[src/rtl/demux_2_pkg.sv]
// Shared types and constants for the demux_2_stream packet router.
//   demux_2_state_t : packet FSM state (IDLE between packets, BUSY mid-packet)
//   SEL_0 / SEL_1   : destination encodings for select_i / the latched target
package demux_2_pkg;

  typedef enum logic {IDLE = 1'b0, BUSY = 1'b1} demux_2_state_t;

  localparam logic SEL_0 = 1'b0;
  localparam logic SEL_1 = 1'b1;

endpackage

[src/rtl/demux_2_stream_if.sv]
// Valid/ready stream bundle used for the router input and both outputs.
//   data  : payload, DATA_WIDTH bits
//   last  : final beat of a packet
//   valid : beat present (driven by the master)
//   ready : beat consumed when valid & ready (driven by the slave)
interface demux_2_stream_if #(
  parameter int DATA_WIDTH = 8
);

  logic [DATA_WIDTH-1:0] data;
  logic                  last;
  logic                  valid;
  logic                  ready;

  modport master (output data, output last, output valid, input ready);
  modport slave  (input data, input last, input valid, output ready);

endinterface

[src/rtl/demux_2_slot.sv]
// One-entry output register for one router destination.
//   clk_i, rst_i      : clock, asynchronous active-high reset
//   load_i            : capture data_i/last_i and mark the slot full
//   drain_i           : downstream ready; empties the slot when not loading
//   data_i, last_i    : beat to capture
//   valid_o, data_o,
//   last_o            : registered slot contents, drive the output directly
module demux_2_slot #(
  parameter int DATA_WIDTH = 8
) (
  input  logic                  clk_i,
  input  logic                  rst_i,
  input  logic                  load_i,
  input  logic                  drain_i,
  input  logic [DATA_WIDTH-1:0] data_i,
  input  logic                  last_i,
  output logic                  valid_o,
  output logic [DATA_WIDTH-1:0] data_o,
  output logic                  last_o
);

  logic                  valid_q, valid_d;
  logic [DATA_WIDTH-1:0] data_q, data_d;
  logic                  last_q, last_d;

  // Load has priority over drain so a full slot can be refilled in the
  // same cycle it is consumed, keeping one beat per cycle.
  always_comb begin
    valid_d = valid_q;
    data_d  = data_q;
    last_d  = last_q;
    if (load_i) begin
      valid_d = 1'b1;
      data_d  = data_i;
      last_d  = last_i;
    end else if (drain_i) begin
      valid_d = 1'b0;
    end else begin
      valid_d = valid_q;
    end
  end

  // Slot register with asynchronous clear.
  always_ff @(posedge clk_i or posedge rst_i) begin
    if (rst_i) begin
      valid_q <= 1'b0;
      data_q  <= {DATA_WIDTH{1'b0}};
      last_q  <= 1'b0;
    end else begin
      valid_q <= valid_d;
      data_q  <= data_d;
      last_q  <= last_d;
    end
  end

  assign valid_o = valid_q;
  assign data_o  = data_q;
  assign last_o  = last_q;

endmodule

[src/rtl/demux_2_stream.sv]
// Packet-aware registered 1-to-2 stream router.
//   clk_i, rst_i : clock, asynchronous active-high reset
//   select_i     : destination, sampled on the first beat of each packet only
//   in_if        : input stream (slave); in_if.ready is the accept gate
//   out0_if      : destination 0 stream (master), registered
//   out1_if      : destination 1 stream (master), registered
// The destination chosen on a packet's first beat is held until its last
// beat. Each destination owns a one-entry slot, so a stalled destination
// only blocks packets aimed at it.
module demux_2_stream
  import demux_2_pkg::*;
#(
  parameter int DATA_WIDTH = 8
) (
  input  logic               clk_i,
  input  logic               rst_i,
  input  logic               select_i,
  demux_2_stream_if.slave    in_if,
  demux_2_stream_if.master   out0_if,
  demux_2_stream_if.master   out1_if
);

  demux_2_state_t state_q, state_d;
  logic           sel_q, sel_d;

  logic target;
  logic target_valid;
  logic target_ready;
  logic in_ready;
  logic accept;
  logic load_0;
  logic load_1;
  logic slot_valid_0;
  logic slot_valid_1;

  // Destination: live select between packets, latched select mid-packet.
  assign target       = (state_q == IDLE) ? select_i : sel_q;
  assign target_valid = (target == SEL_1) ? slot_valid_1 : slot_valid_0;
  assign target_ready = (target == SEL_1) ? out1_if.ready : out0_if.ready;

  // Only the target slot gates input; the other slot may be stalled freely.
  assign in_ready    = !target_valid | target_ready;
  assign in_if.ready = in_ready;
  assign accept      = in_if.valid & in_ready;

  assign load_0 = accept & (target == SEL_0);
  assign load_1 = accept & (target == SEL_1);

  // Packet FSM: enter BUSY on a non-final first beat, leave on the last beat.
  always_comb begin
    state_d = state_q;
    sel_d   = sel_q;
    case (state_q)
      IDLE: begin
        if (accept && !in_if.last) begin
          state_d = BUSY;
          sel_d   = select_i;
        end else begin
          state_d = IDLE;
        end
      end
      BUSY: begin
        if (accept && in_if.last) begin
          state_d = IDLE;
        end else begin
          state_d = BUSY;
        end
      end
      default: begin
        state_d = IDLE;
      end
    endcase
  end

  // FSM state and latched destination registers.
  always_ff @(posedge clk_i or posedge rst_i) begin
    if (rst_i) begin
      state_q <= IDLE;
      sel_q   <= SEL_0;
    end else begin
      state_q <= state_d;
      sel_q   <= sel_d;
    end
  end

  demux_2_slot #(.DATA_WIDTH(DATA_WIDTH)) u_slot_0 (
    .clk_i   (clk_i),
    .rst_i   (rst_i),
    .load_i  (load_0),
    .drain_i (out0_if.ready),
    .data_i  (in_if.data),
    .last_i  (in_if.last),
    .valid_o (slot_valid_0),
    .data_o  (out0_if.data),
    .last_o  (out0_if.last)
  );

  demux_2_slot #(.DATA_WIDTH(DATA_WIDTH)) u_slot_1 (
    .clk_i   (clk_i),
    .rst_i   (rst_i),
    .load_i  (load_1),
    .drain_i (out1_if.ready),
    .data_i  (in_if.data),
    .last_i  (in_if.last),
    .valid_o (slot_valid_1),
    .data_o  (out1_if.data),
    .last_o  (out1_if.last)
  );

  assign out0_if.valid = slot_valid_0;
  assign out1_if.valid = slot_valid_1;

endmodule
[src/flat_wrapper.sv]
// flat-port wrapper written by rule: the top's interface ports become plain ports
module demux_2_stream_flat import demux_2_pkg::*;
#(
  parameter int DATA_WIDTH = 8
)
  (clk_i, rst_i, select_i, in_if_data, in_if_last, in_if_valid, in_if_ready, out0_if_data, out0_if_last, out0_if_valid, out0_if_ready, out1_if_data, out1_if_last, out1_if_valid, out1_if_ready);
  demux_2_stream_if #(.DATA_WIDTH(DATA_WIDTH)) in_if_i ();
  demux_2_stream_if #(.DATA_WIDTH(DATA_WIDTH)) out0_if_i ();
  demux_2_stream_if #(.DATA_WIDTH(DATA_WIDTH)) out1_if_i ();
  input  logic clk_i;
  input  logic rst_i;
  input  logic select_i;
  input wire logic [$bits(in_if_i.data)-1:0] in_if_data;
  input wire logic [$bits(in_if_i.last)-1:0] in_if_last;
  input wire logic [$bits(in_if_i.valid)-1:0] in_if_valid;
  output wire logic [$bits(in_if_i.ready)-1:0] in_if_ready;
  output wire logic [$bits(out0_if_i.data)-1:0] out0_if_data;
  output wire logic [$bits(out0_if_i.last)-1:0] out0_if_last;
  output wire logic [$bits(out0_if_i.valid)-1:0] out0_if_valid;
  input wire logic [$bits(out0_if_i.ready)-1:0] out0_if_ready;
  output wire logic [$bits(out1_if_i.data)-1:0] out1_if_data;
  output wire logic [$bits(out1_if_i.last)-1:0] out1_if_last;
  output wire logic [$bits(out1_if_i.valid)-1:0] out1_if_valid;
  input wire logic [$bits(out1_if_i.ready)-1:0] out1_if_ready;
  assign in_if_i.data = in_if_data;
  assign in_if_i.last = in_if_last;
  assign in_if_i.valid = in_if_valid;
  assign in_if_ready = in_if_i.ready;
  assign out0_if_data = out0_if_i.data;
  assign out0_if_last = out0_if_i.last;
  assign out0_if_valid = out0_if_i.valid;
  assign out0_if_i.ready = out0_if_ready;
  assign out1_if_data = out1_if_i.data;
  assign out1_if_last = out1_if_i.last;
  assign out1_if_valid = out1_if_i.valid;
  assign out1_if_i.ready = out1_if_ready;
  demux_2_stream #(.DATA_WIDTH(DATA_WIDTH)) u_core (.clk_i(clk_i), .rst_i(rst_i), .select_i(select_i), .in_if(in_if_i), .out0_if(out0_if_i), .out1_if(out1_if_i));
endmodule
[config.mk]
export PLATFORM = sky130hd
export DESIGN_NAME = demux_2_stream_flat
export DESIGN_NICKNAME = d
export VERILOG_FILES = /design/src/rtl/demux_2_pkg.sv /design/src/rtl/demux_2_stream_if.sv /design/src/rtl/demux_2_slot.sv /design/src/rtl/demux_2_stream.sv /design/src/flat_wrapper.sv
export SDC_FILE = /design/constraint.sdc
export NUM_CORES = 1
export LEC_CHECK = 0
export BUFFER_PORTS_ARGS = -buffer_cell sky130_fd_sc_hd__buf_2
export CAP_MARGIN = 20
export CORE_MARGIN = 4
export CORE_UTILIZATION = 42
export DETAILED_ROUTE_END_ITERATION = 6
export PLACE_DENSITY = 0.73
export SLEW_MARGIN = 25
export SYNTH_ARGS = -nofsm -noshare
export SYNTH_HDL_FRONTEND = slang
export SYNTH_SLANG_ARGS = --single-unit
[constraint.sdc]
create_clock -name clk_i -period 1.4 [get_ports clk_i]
set_input_delay 0.07 -clock clk_i [delete_from_list [all_inputs] [get_ports clk_i]]
set_output_delay 0.07 -clock clk_i [all_outputs]
set_load 0.005 [all_outputs]
Word level (Yosys, flattened, before mapping)

Index checks and enable logic that the tools add are counted.

Register bits: 22
RAM bits: 0
Bits in read-only memories: 0
Memories: 0
Output and inout port bits: 21
Bits in latches: 0
Input bits: 15
Logic and storage cells: 31

Equality and inequality tests: 0
Reductions and logical operators: 7
Add/sub/neg operators: 0
Divide/modulo/power cells: 0
Order comparisons: 0
Mux-type cells: 10
Shift-type cells: 0
Bitwise logic cells: 6
Multiply operators: 0

Operators by type and width:

| kind                               | count |
|---|---|
| 2-to-1 mux 1 bit                   | 9 |
| nonzero test 2 bit                 | 2 |
| bitwise AND 1 bit                  | 3 |
| logical AND 1 bit                  | 2 |
| logical NOT 1 bit                  | 2 |
| NOT 1 bit                          | 2 |
| one-hot mux 1 bit (2 select lines) | 1 |
| AND reduction 2 bit                | 1 |
| OR 1 bit                           | 1 |

Logic depth before layout (Yosys ltp)

Gate-level depths: netlist of the first run.

Depth in word-level cells: 8
Mapped depth: 5
Mapped depth without buffers: 4

Hierarchy

From an unflattened synthesis of the first run, not the netlist that was laid out.

Cell total of the unflattened synthesis: 62
Area total of the unflattened synthesis: 987.2 um^2

By module, submodules not included:

| module         | cells each | times used | sequential area each (um^2) | area an instance (um^2) |
|---|---|---|---|---|
| demux_2_slot   | 23         | 2          | 250.2                       | 412.9 |
| demux_2_stream | 16         | 1          | 50.0                        | 161.4 |

Worst setup path before layout of the first run

OpenSTA, ideal clock, no wires.

Kind: reg-to-reg
Start point: register with a tool-made name
End point: register u_core.sel_q
Cell stages (with the launch flop): 5
Path buffers: 0
Required time: 1.272 ns
Data arrival time: 1.359 ns
Path slack: -0.087 ns
Library setup time: 0.128 ns
Clock period less this slack: 1.487 ns
Cells stage by stage: dfrtp_1 -> mux2i_1 -> nand3_2 -> a211oi_2 -> mux2_1

RTL lines:

| element              | RTL line             | RTL |
|---|---|---|
| to (signal assigned) | demux_2_stream.sv:82 | `sel_q <= sel_d;` |
| to (decl)            | demux_2_stream.sv:24 | `logic sel_q, sel_d;` |

==> metrics.md, run 1 <==
| Metric | Value |
|---|---|
| Tightest Pin Transition | about 0.28 ns |
| Vias in the first global route | 670 |
| Routability cong. | 0.586 |
| Initial antenna violation count | 0 |
| Wirelength, routed | 1.96 mm |
| Unrepaired setup endpoints after global routing | yes |
| Crit path arrival time | 1.76 ns |
| Count of cell types in the netlist | 14 |
| Hold Crit Class | in -> reg |
| Crit path required time | 1.60 ns |
| Io pins | 36 |
| Final period utilization | 111% |
| First-pass GRT wire length | 3.02 mm |
| Max-Cap Viols | 0 |
| Syn Inst Count | 55 |
| DRT Pass-1 Iters | 2 |
| Slew Viols, Final | 0 |
| Pin count of the biggest net entering global routing | 23 |
| Leak | 0.000735 µW |
| Post-detailed-route count of antenna-violating nets | 0 |
| Cell Count, Final, Fillers Out | 138 |
| Worst-path maximum fanout | 4 |
| Final hold viol count | 0 |
| Die W | approximately 55 µm |
| TNS Setup | -1.65 ns |
| Post-route minimum period | 1.56 ns |
| DR iter-0 viols | 4 |
| Core area | 2020 µm² |
| CTS Buffer Depth | 2 |
| Largest stage delay on the critical path | approximately 0.41 ns |
| Seq cells post-synth | 22 |
| Detailed Place HPWL | about 1.3 mm |
| Number of cells after detailed placement | approximately 120 |
| Starting Density | 45.2% |
| Share of cells above drive strength 1 | 66.7% |
| Failing checks | negative setup slack |
| Worst reg-to-reg setup slack | -0.16 ns |
| Syn_nets | 70 |
| Row count | 16 |
| PortBufs | 35 |
| Most common cell after layout, fill and taps aside | buf_2 |
| CP bufs+invs | 1 |
| Clock sink total | 22 |
| CTS Buf Count | 3 |
| Synth-to-layout area growth | 53.6% |
| Synth Cell Area | 915 µm² |
| Sequential-to-total area share from yosys stat | around 60% |
| CP startpoint kind | flip-flop |
| TritonCTS clock tree | built |
| Crit-path cells | mux2i_2 > buf_4 > nand3b_4 > a211oi_2 > mux2_1 |
| Delay-heaviest family, CP | multiplexers |
| Vias | 663 |
| DR WL/cell | 14.2 µm |
| Crit path max-delay cell type | dfrtp_1 |
| Hold_ws | 0.0131 ns |
| Run status | finished, violations left |
| Peak supply drop | 0.00110 V |
| PD cells | 1980 nW/µm² |
| Die height | roughly 55 µm |
| Warnings from Yosys | 0 |
| Reg clk slew, reported paths | 0.12 ns |
| Setup WS post-layout | -0.157 ns |
| Synth Area per Inst | 16.6 µm² |
| Commonest non-fill, non-tap cells in the layout | buf_2 (34), dfrtp_1 (22), mux2_4 (17), dlygate4sd3_1 (9) |
| Final core utilization | 69.5% |
| Final count of negative-setup-slack endpoints | 21 |
| GR Util All Layers | 14.6% |
| CP Class | reg -> reg |
| Clk_skew | around 0.0026 ns |
| Clk root buf | clkbuf_4 |
| Number of remaining DRC errors | 0 |
| Clk Latency, worst-skew pair | 0.30 ns |
| F_max | 642 MHz |
| H-tree depth | 1 |
| Vias per cell | between 4 and 5 |
| CP Capture Type | flip-flop |
| GRT overflow | 0 |
| Layout net count | 127 |
| Fill cell count | about 130 |
| Ant. Diodes | 0 |
| Relative slew slack | 81.5% |
| Die area | roughly 3000 µm² |
-- power breakdown --
part           total, µW  switching (µW)  internal, µW  leakage, µW
Clock                344             185           159    0.0000210
Combinational       1320             448           873     0.000453
Sequential          1120             165           950     0.000260
-- sequential cells by signal (all words and copies together), names as in the netlist, named ones only --
| name | count |
|---|---|
| u_core.u_slot_0.data_o | 8 |
| u_core.u_slot_1.data_o | 8 |
| u_core.sel_q | 1 |
| u_core.u_slot_0.last_o | 1 |
| u_core.u_slot_0.valid_o | 1 |
| u_core.u_slot_1.last_o | 1 |
| u_core.u_slot_1.valid_o | 1 |
-- cell type report --
class                   count  area [µm²]  area share, %
inverters                   1        3.75          0.267
clock buffers               4        36.3           2.58
multi-input cells          30         407           28.9
flip-flops and latches     22         551           39.2
repair buffers             54         374           26.6
well taps                  27        33.8           2.40
-- metrics by stage --
| stage | power (µW) | setup slack (ns) | instance area (µm²) |
|---|---|---|---|
| after detailed placement | 2260 | -0.0273 | 1180 |
| after global routing | 2960 | -0.228 | 1410 |
| after CTS | 2850 | -0.159 | 1390 |
| final | 2780 | -0.157 | 1410 |
| after global placement | 2230 | 0.00175 | 1180 |
| after floorplan | 1800 | -0.0517 | 948 |
-- routing by layer --
layer,track usage [%],part of all wire (%),up-vias,routed length (µm)
met5,0,0,-,0
met4,9.96,2.1,0,42
met3,2.45,5.1,4,99
met2,24.4,53,20,1030
met1,16.9,40,334,782
li1,-,-,305,-
-- logic make-up after synthesis --
group           synth area share [%]
compound gates                  2.87
mux                             28.6
flops                           60.2
simple gates                    5.47
buf+inv                         2.87
-- Yosys cell counts --
library cell,instances,area (µm²)
dfrtp_1,22,551
mux2_2,12,135
mux2_4,7,105
buf_6,2,22.5
nand2_1,2,7.51
nand2b_1,2,12.5
a211oi_2,1,12.5
a21oi_1,1,5.00
a31o_2,1,8.76
inv_1,1,3.75
mux2_1,1,11.3
mux2i_1,1,10.0
nand3_2,1,10.0
nand3b_4,1,20.0
-- worst paths after layout --
| path | start | to | depth (start not counted) |
|---|---|---|---|
| max in group asynchronous | rst_i | u_core.u_slot_0.last_o | 4 |
| min in group asynchronous | rst_i | u_core.u_slot_0.data_o[0] | 4 |
| setup reg to reg | flip-flop | u_core.sel_q | 5 |
| hold reg to reg | u_core.u_slot_0.last_o | u_core.u_slot_0.last_o | 1 |
| setup / recovery | flip-flop | u_core.sel_q | 5 |
| hold / removal | in_if_data[5] | u_core.u_slot_0.data_o[5] | 2 |
-- timing repair --
action	in CTS	in global routing
endpoints found under the hold margin	29	5
endpoints found under the setup margin	19	21
pin swaps	2	1
buffers inserted	2	2
resized for setup	14	2
gates cloned	1	0
hold buffers	5	4
Note: power is estimated with default switching activity, not from simulation.
==> run 2: changes to the inputs <==
--- a/config.mk
+++ b/config.mk
@@ -10,6 +10,7 @@
 export CORE_MARGIN = 4
 export CORE_UTILIZATION = 42
 export DETAILED_ROUTE_END_ITERATION = 6
+export HOLD_SLACK_MARGIN = 0.08
 export PLACE_DENSITY = 0.73
 export SLEW_MARGIN = 25
 export SYNTH_ARGS = -nofsm -noshare
==> run 2 against run 1 <==
Clock power up 2%. Clock skew up 0.0032 ns. First-iteration DRC count down 25%. Setup slack worse by 0.012 ns. Highest routed layer unchanged. The flow still finishes with violations (negative setup slack). Wire length up 4.1%. Critical endpoint is now in_if_ready. Global-route usage up 1.2 points. Power up 0.74%. Non-clock buffer count up 2. Cell area up 1.4%. Hold slack better by 0.12 ns. Core utilization up 0.99 points. Count of clock-buffer cells in the layout unchanged.
==> metrics.md, run 2 (synthesis gave the netlist of run 1 again) <==
| Metric | Value |
|---|---|
| Crit path max-delay cell type | dfrtp_1 |
| Crit path required time | 1.33 ns |
| Die height | 54.7 µm |
| Commonest non-fill, non-tap cells in the layout | buf_2 (34), dfrtp_1 (22), mux2_4 (17), dlygate4sd3_1 (11) |
| Hold_ws | 0.135 ns |
| DRT Pass-1 Iters | 2 |
| Post-route minimum period | around 1.6 ns |
| CTS Buf Count | 3 |
| Worst Reg2Reg Path Length in Cells | 5 |
| Initial antenna violation count | 0 |
| Crit-path cells | mux2i_2 > buf_4 > mux2_4 > buf_6 |
| TritonCTS clock tree | built |
| Synth-to-layout area growth | 55.8% |
| Final hold viol count | 0 |
| Run status | finished, violations left |
| Vias in the first global route | 705 |
| Crit path arrival time | 1.50 ns |
| Worst reg-to-reg setup slack | -0.16 ns |
| CP startpoint kind | flip-flop |
| Io pins | 36 |
| FF-to-FF End | u_core.sel_q |
| Pin count of the biggest net entering global routing | 23 |
| Die area | 2990 µm² |
| Post-detailed-route count of antenna-violating nets | 0 |
| Final count of negative-setup-slack endpoints | 21 |
| Number of remaining DRC errors | 0 |
| Largest stage delay on the critical path | 0.40 ns |
| Clk_skew | 0.00572 ns |
| Routability cong. | 0.586 |
| CTS Buffer Depth | 2 |
| Vias | 676 |
| Slew Viols, Final | 0 |
| PD cells | just under 2000 nW/µm² |
| Clock sink total | 22 |
| Clk root buf | clkbuf_4 |
| F_max | 637 MHz |
| Unrepaired setup endpoints after global routing | yes |
| Failing checks | negative setup slack |
| Share of cells above drive strength 1 | 65.5% |
| Worst-path maximum fanout | 2 |
| CP Class | reg -> out |
| Setup WS post-layout | -0.169 ns |
| Starting Density | 45.2% |
| Ant. Diodes | 0 |
| Max-Cap Viols | 0 |
| PortBufs | 35 |
| Leak | 0.000743 µW |
| First-pass GRT wire length | between 3 and 4 mm |
| CP Capture Type | output port |
| Most common cell after layout, fill and taps aside | buf_2 |
| Place WS | -0.0273 ns |
| H-tree depth | 1 |
| Critical Path Sink | in_if_ready |
| Peak supply drop | 0.00106 V |
| Core area | approximately 2000 µm² |
| Final core utilization | a little over two thirds |
| Reg clk slew, reported paths | 0.11 ns |
| Tightest Pin Transition | 0.283 ns |
| GR Util All Layers | 15.8% |
| Clk Latency, worst-skew pair | a little over 0.3 ns |
| Die W | 54.7 µm |
| Detailed Place HPWL | 1.33 mm |
| Layout net count | 129 |
| Relative slew slack | 81.2% |
| Final period utilization | 112% |
| Vias per cell | 4.83 |
| Wirelength, routed | 2.04 mm |
| DR WL/cell | 14.6 µm |
| Number of cells after detailed placement | 122 |
| Cell Count, Final, Fillers Out | 140 |
| GRT overflow | 0 |
| Row count | 16 |
| Hold Crit Class | in -> reg |
| DR iter-0 viols | 3 |
run 2: per-layer routing:
layer	vias to the layer above	share of wire [%]	track usage [%]
li1	310	-	-
met1	342	40	18.3
met2	20	52	26.4
met3	4	4.9	2.45
met4	0	2.4	11.2
met5	-	0	0
run 2: metrics by stage:
step                      power (µW)  instance area (µm²)  TNS [ns]
after global routing            2980                 1430     -3.07
final                           2800                 1430     -1.79
after CTS                       2860                 1450     -1.42
after global placement          2230                 1180         0
after detailed placement        2260                 1180   -0.0904
after floorplan                 1800                  948    -0.150
run 2: how the worst min path moves through the flow:
| stage | end | depth (start not counted) | slack (ns) | startpoint |
|---|---|---|---|---|
| after global routing | u_core.u_slot_1.valid_o | 3 | 0.13 | out1_if_ready |
| after CTS | u_core.u_slot_0.valid_o | 3 | 0.12 | out0_if_ready |
| after global placement | u_core.u_slot_1.data_o[0] | 3 | 0.11 | rst_i |
| after detailed placement | u_core.u_slot_0.data_o[0] | 3 | 0.12 | rst_i |
| after floorplan | async pin | 1 | 0.06 | rst_i |
| final | u_core.u_slot_1.valid_o | 3 | 0.13 | out1_if_ready |
run 2: final cells by class:
| cell class | count | area, µm² |
|---|---|---|
| sequential | 22 | 551 |
| clock buffer | 4 | 36.3 |
| inverter | 1 | 3.75 |
| timing repair buffer | 56 | 394 |
| fill | 133 | 597 |
| tap | 27 | 33.8 |
| multi-input combinational | 30 | 407 |
run 2: timing repair:
item / 4_1_cts / 5_1_grt
cloned: 1 / 0
endpoints found under the setup margin: 19 / 21
endpoints found under the hold margin: 41 / 0
pin swaps: 2 / 1
hold buffers: 11 / 0
resized for setup: 14 / 2
setup buffers: 2 / 2
run 2: power breakdown:
part	leakage [µW]	internal, µW	total [µW]	switching, µW
Clock	0.0000210	159	350	191
Sequential	0.000260	950	1120	169
Combinational	0.000462	877	1330	455
Total	0.000743	1990	2800	815
run 2: worst max-delay path: cells and delay by family, from the launching register on:
family	cells	cell delay, ns
buffers and inverters	2	0.25
DFF	1	0.40
muxes	2	0.54
==> run 3: changes to the inputs <==
--- a/config.mk
+++ b/config.mk
@@ -5,13 +5,14 @@
 export SDC_FILE = /design/constraint.sdc
 export NUM_CORES = 1
 export LEC_CHECK = 0
+export ABC_AREA = 1
 export BUFFER_PORTS_ARGS = -buffer_cell sky130_fd_sc_hd__buf_2
 export CAP_MARGIN = 20
 export CORE_MARGIN = 4
-export CORE_UTILIZATION = 42
+export CORE_UTILIZATION = 43
 export DETAILED_ROUTE_END_ITERATION = 6
 export HOLD_SLACK_MARGIN = 0.08
-export PLACE_DENSITY = 0.73
+export PLACE_DENSITY = 0.74
 export SLEW_MARGIN = 25
 export SYNTH_ARGS = -nofsm -noshare
 export SYNTH_HDL_FRONTEND = slang
==> run 3 against run 2 <==
The flow now finishes without violations. Core utilization decreased by 5.9 points. Critical path depth up 1. Sequential power down 4%. Largest power group unchanged.
==> metrics.md, run 3 <==
| Metric | Value |
|---|---|
| CP Class | reg -> out |
| DRT Pass-1 Iters | 3 |
| Synth-to-layout area growth | 36.2% |
| CP bufs+invs | 1 |
| Relative slew slack | 77.4% |
| Worst-path maximum fanout | 4 |
| Vias | 762 |
| Clk pwr share | 17.6% |
| DR WL/cell | 11.8 µm |
| Delay-heaviest family, CP | flip-flops |
| Wirelength, routed | 2.01 mm |
| Reg clk slew, reported paths | between 0.1 and 0.15 ns |
| Io pins | 36 |
| Clk_skew | 0.00716 ns |
| Most common cell after layout, fill and taps aside | buf_2 |
| Worst reg-to-reg setup slack | between 0.15 and 0.2 ns |
| Syn_nets | approximately 110 |
| Routability cong. | 0.744 |
| Post-route minimum period | about 1.3 ns |
| Max-Cap Viols | 0 |
| TNS Setup | 0 ns |
| Tightest Pin Transition | 0.339 ns |
| Warnings from Yosys | 0 |
| Core area | ~2100 µm² |
| Crit-path cells | nand2_2 > nand2_2 > nand2_1 > nand2_2 > buf_2 |
| Critical Path Stages | 5 |
| TritonCTS clock tree | built |
| Final core utilization | 64.6% |
| Layout net count | approximately 160 |
| Switching Fraction | between 30% and 40% |
| Post-synth top area cell | dfrtp_1 |
| Die W | approximately 56 µm |
| Starting Density | a little under half |
| Most frequent cells after synthesis | nand2_1 (29), dfrtp_1 (22), o21ai_2 (18) |
| Synth area leaders | dfrtp_1 (56%), o21ai_2 (16%), nand2_1 (11%) |
| H-tree depth | 1 |
| Hold Crit Class | in -> reg |
| Share of cells above drive strength 1 | ~46% |
| Synth Area per Inst | 10.4 µm² |
| Sequential share of power | ~40% |
| CP Capture Type | output port |
| CP startpoint kind | flip-flop |
| Fill cell count | 176 |
| Clk Latency, worst-skew pair | 0.31 ns |
| Crit path max-delay cell type | dfrtp_1 |
| Peak supply drop | 0.00123 V |
| Run status | finished, final reports clean |
| Switching power of the nets | ~980 µW |
| Most common cell on crit path | nand2_2 |
| Seq cells post-synth | 22 |
| Leak | approximately 0.00073 µW |
| Pin count of the biggest net entering global routing | 23 |
| Vias per cell | between 4 and 5 |
| Sequential-to-total area share from yosys stat | 56.3% |
| Final period utilization | 93.7% |
| Syn Inst Count | 94 |
| Multi-input gate area | 352 µm² |
| Critical Path Sink | in_if_ready |
| GRT overflow | 0 |
| Post-detailed-route count of antenna-violating nets | 0 |
| F_max | around 760 MHz |
| Commonest non-fill, non-tap cells in the layout | buf_2 (35), nand2_1 (29), dfrtp_1 (22), o21ai_2 (18), inv_1 (13) |
| FF-to-FF End | u_core.u_slot_1.data_o[2] |
| Die height | ~56 µm |
| Setup WS post-layout | 0.0880 ns |
| Storage element area | 551 µm² |
| Predominant post-synthesis flop cell | dfrtp_1 |
| Ant. Diodes | 0 |
| CTS Buffer Depth | 2 |
| Crit path arrival time | 1.24 ns |
| Count of cell types in the netlist | 11 |
| PD cells | 2040 nW/µm² |
| Synth top area share | 56.3% |
| Synth Cell Area | 977 µm² |
| Clk root buf | clkbuf_4 |
| Largest stage delay on the critical path | 0.43 ns |
| Count leader, synth | nand2_1 |
| Detailed Place HPWL | around 1.4 mm |
| Crit path required time | approximately 1.3 ns |
| EDFF count, synth | 0 |
| Gate power share | 42.4% |
| Number of remaining DRC errors | 0 |
| GR Util All Layers | 13.9% |
| Final count of negative-setup-slack endpoints | 0 |
| Initial antenna violation count | 0 |
| Die area | 3100 µm² |
| PortBufs | 35 |
| Hold_sp | out1_if_ready |
| Slew Viols, Final | 0 |
| Worst Reg2Reg Path Length in Cells | 6 |
| Row count | 16 |
| Vias in the first global route | 732 |
| Async SR Flop Fraction | 100% |
| First-pass GRT wire length | 3.44 mm |
| Pint | ~1700 µW |
| Place WS | 0.137 ns |
| CTS Buf Count | 3 |
| Final hold viol count | 0 |
| DR iter-0 viols | 8 |
| Clock sink total | 22 |
==> run 3: power groups by stage <==
stage          logic [µW]  registers (µW)  clock network (µW)
3_3_place_gp         1070            1090                   0
3_5_place_dp         1120            1100                   0
6_report             1150            1080                 478
5_1_grt              1280            1130                 518
2_1_floorplan         689            1120                   0
4_1_cts              1140            1090                 489
==> run 3: how the worst min path moves through the flow <==
stage	to	slack [ns]	cells past startpoint
floorplan	async pin	0.06	1
finish	u_core.u_slot_1.valid_o	0.10	4
CTS	u_core.u_slot_0.valid_o	0.1	4
global placement	u_core.u_slot_1.data_o[1]	0.11	3
detailed placement	u_core.u_slot_0.data_o[7]	0.12	3
global route	u_core.u_slot_0.valid_o	0.11	4
==> run 3: final cells by class <==
type,instances,area share (%)
Clock buffer,3,1.69
Clock inverter,1,2.26
Tap cell,27,2.54
Timing Repair Buffer,47,21.8
Multi-Input combinational cell,56,26.4
Sequential cell,22,41.4
Inverter,14,3.95
==> run 3: layer usage <==
metal	up-vias	GRT usage, %	part of all wire, %
li1	395	-	-
met2	23	22.3	50
met5	-	0	0
met3	2	3.48	6.8
met1	342	17.9	42
met4	0	5.21	0.95
==> run 3: per-stage QoR <==
step	hold WS (ns)	power [µW]	instances	cell area, µm²
detailed placement	0.116	2210	155	1170
floorplan	0.0592	1810	94	977
finish	0.104	2710	170	1330
global route	0.105	2930	170	1330
CTS	0.0976	2720	169	1320
global placement	0.111	2160	155	1170
==> run 3: cell families after synthesis <==
logic type / after synthesis / share of synthesized area (%)
DFF: 22 / 56.3
AOI/OAI and AO/OA: 18 / 16.1
and+or+nand+nor: 38 / 19.8
buffers and inverters: 16 / 7.68
==> run 3: timing repair <==
item | CTS | global route
gates resized for setup | 0 | 1
setup buffers | 0 | 1
setup endpoints to repair | 0 | 1
hold endpoints to repair | 39 | 0
hold buffers | 10 | 0
==> run 3: tightest hold or removal path: stages <==
cell     delay (ns)
buf_2          0.07
inv_1          0.03
nand2_1        0.13
nand2_1        0.07
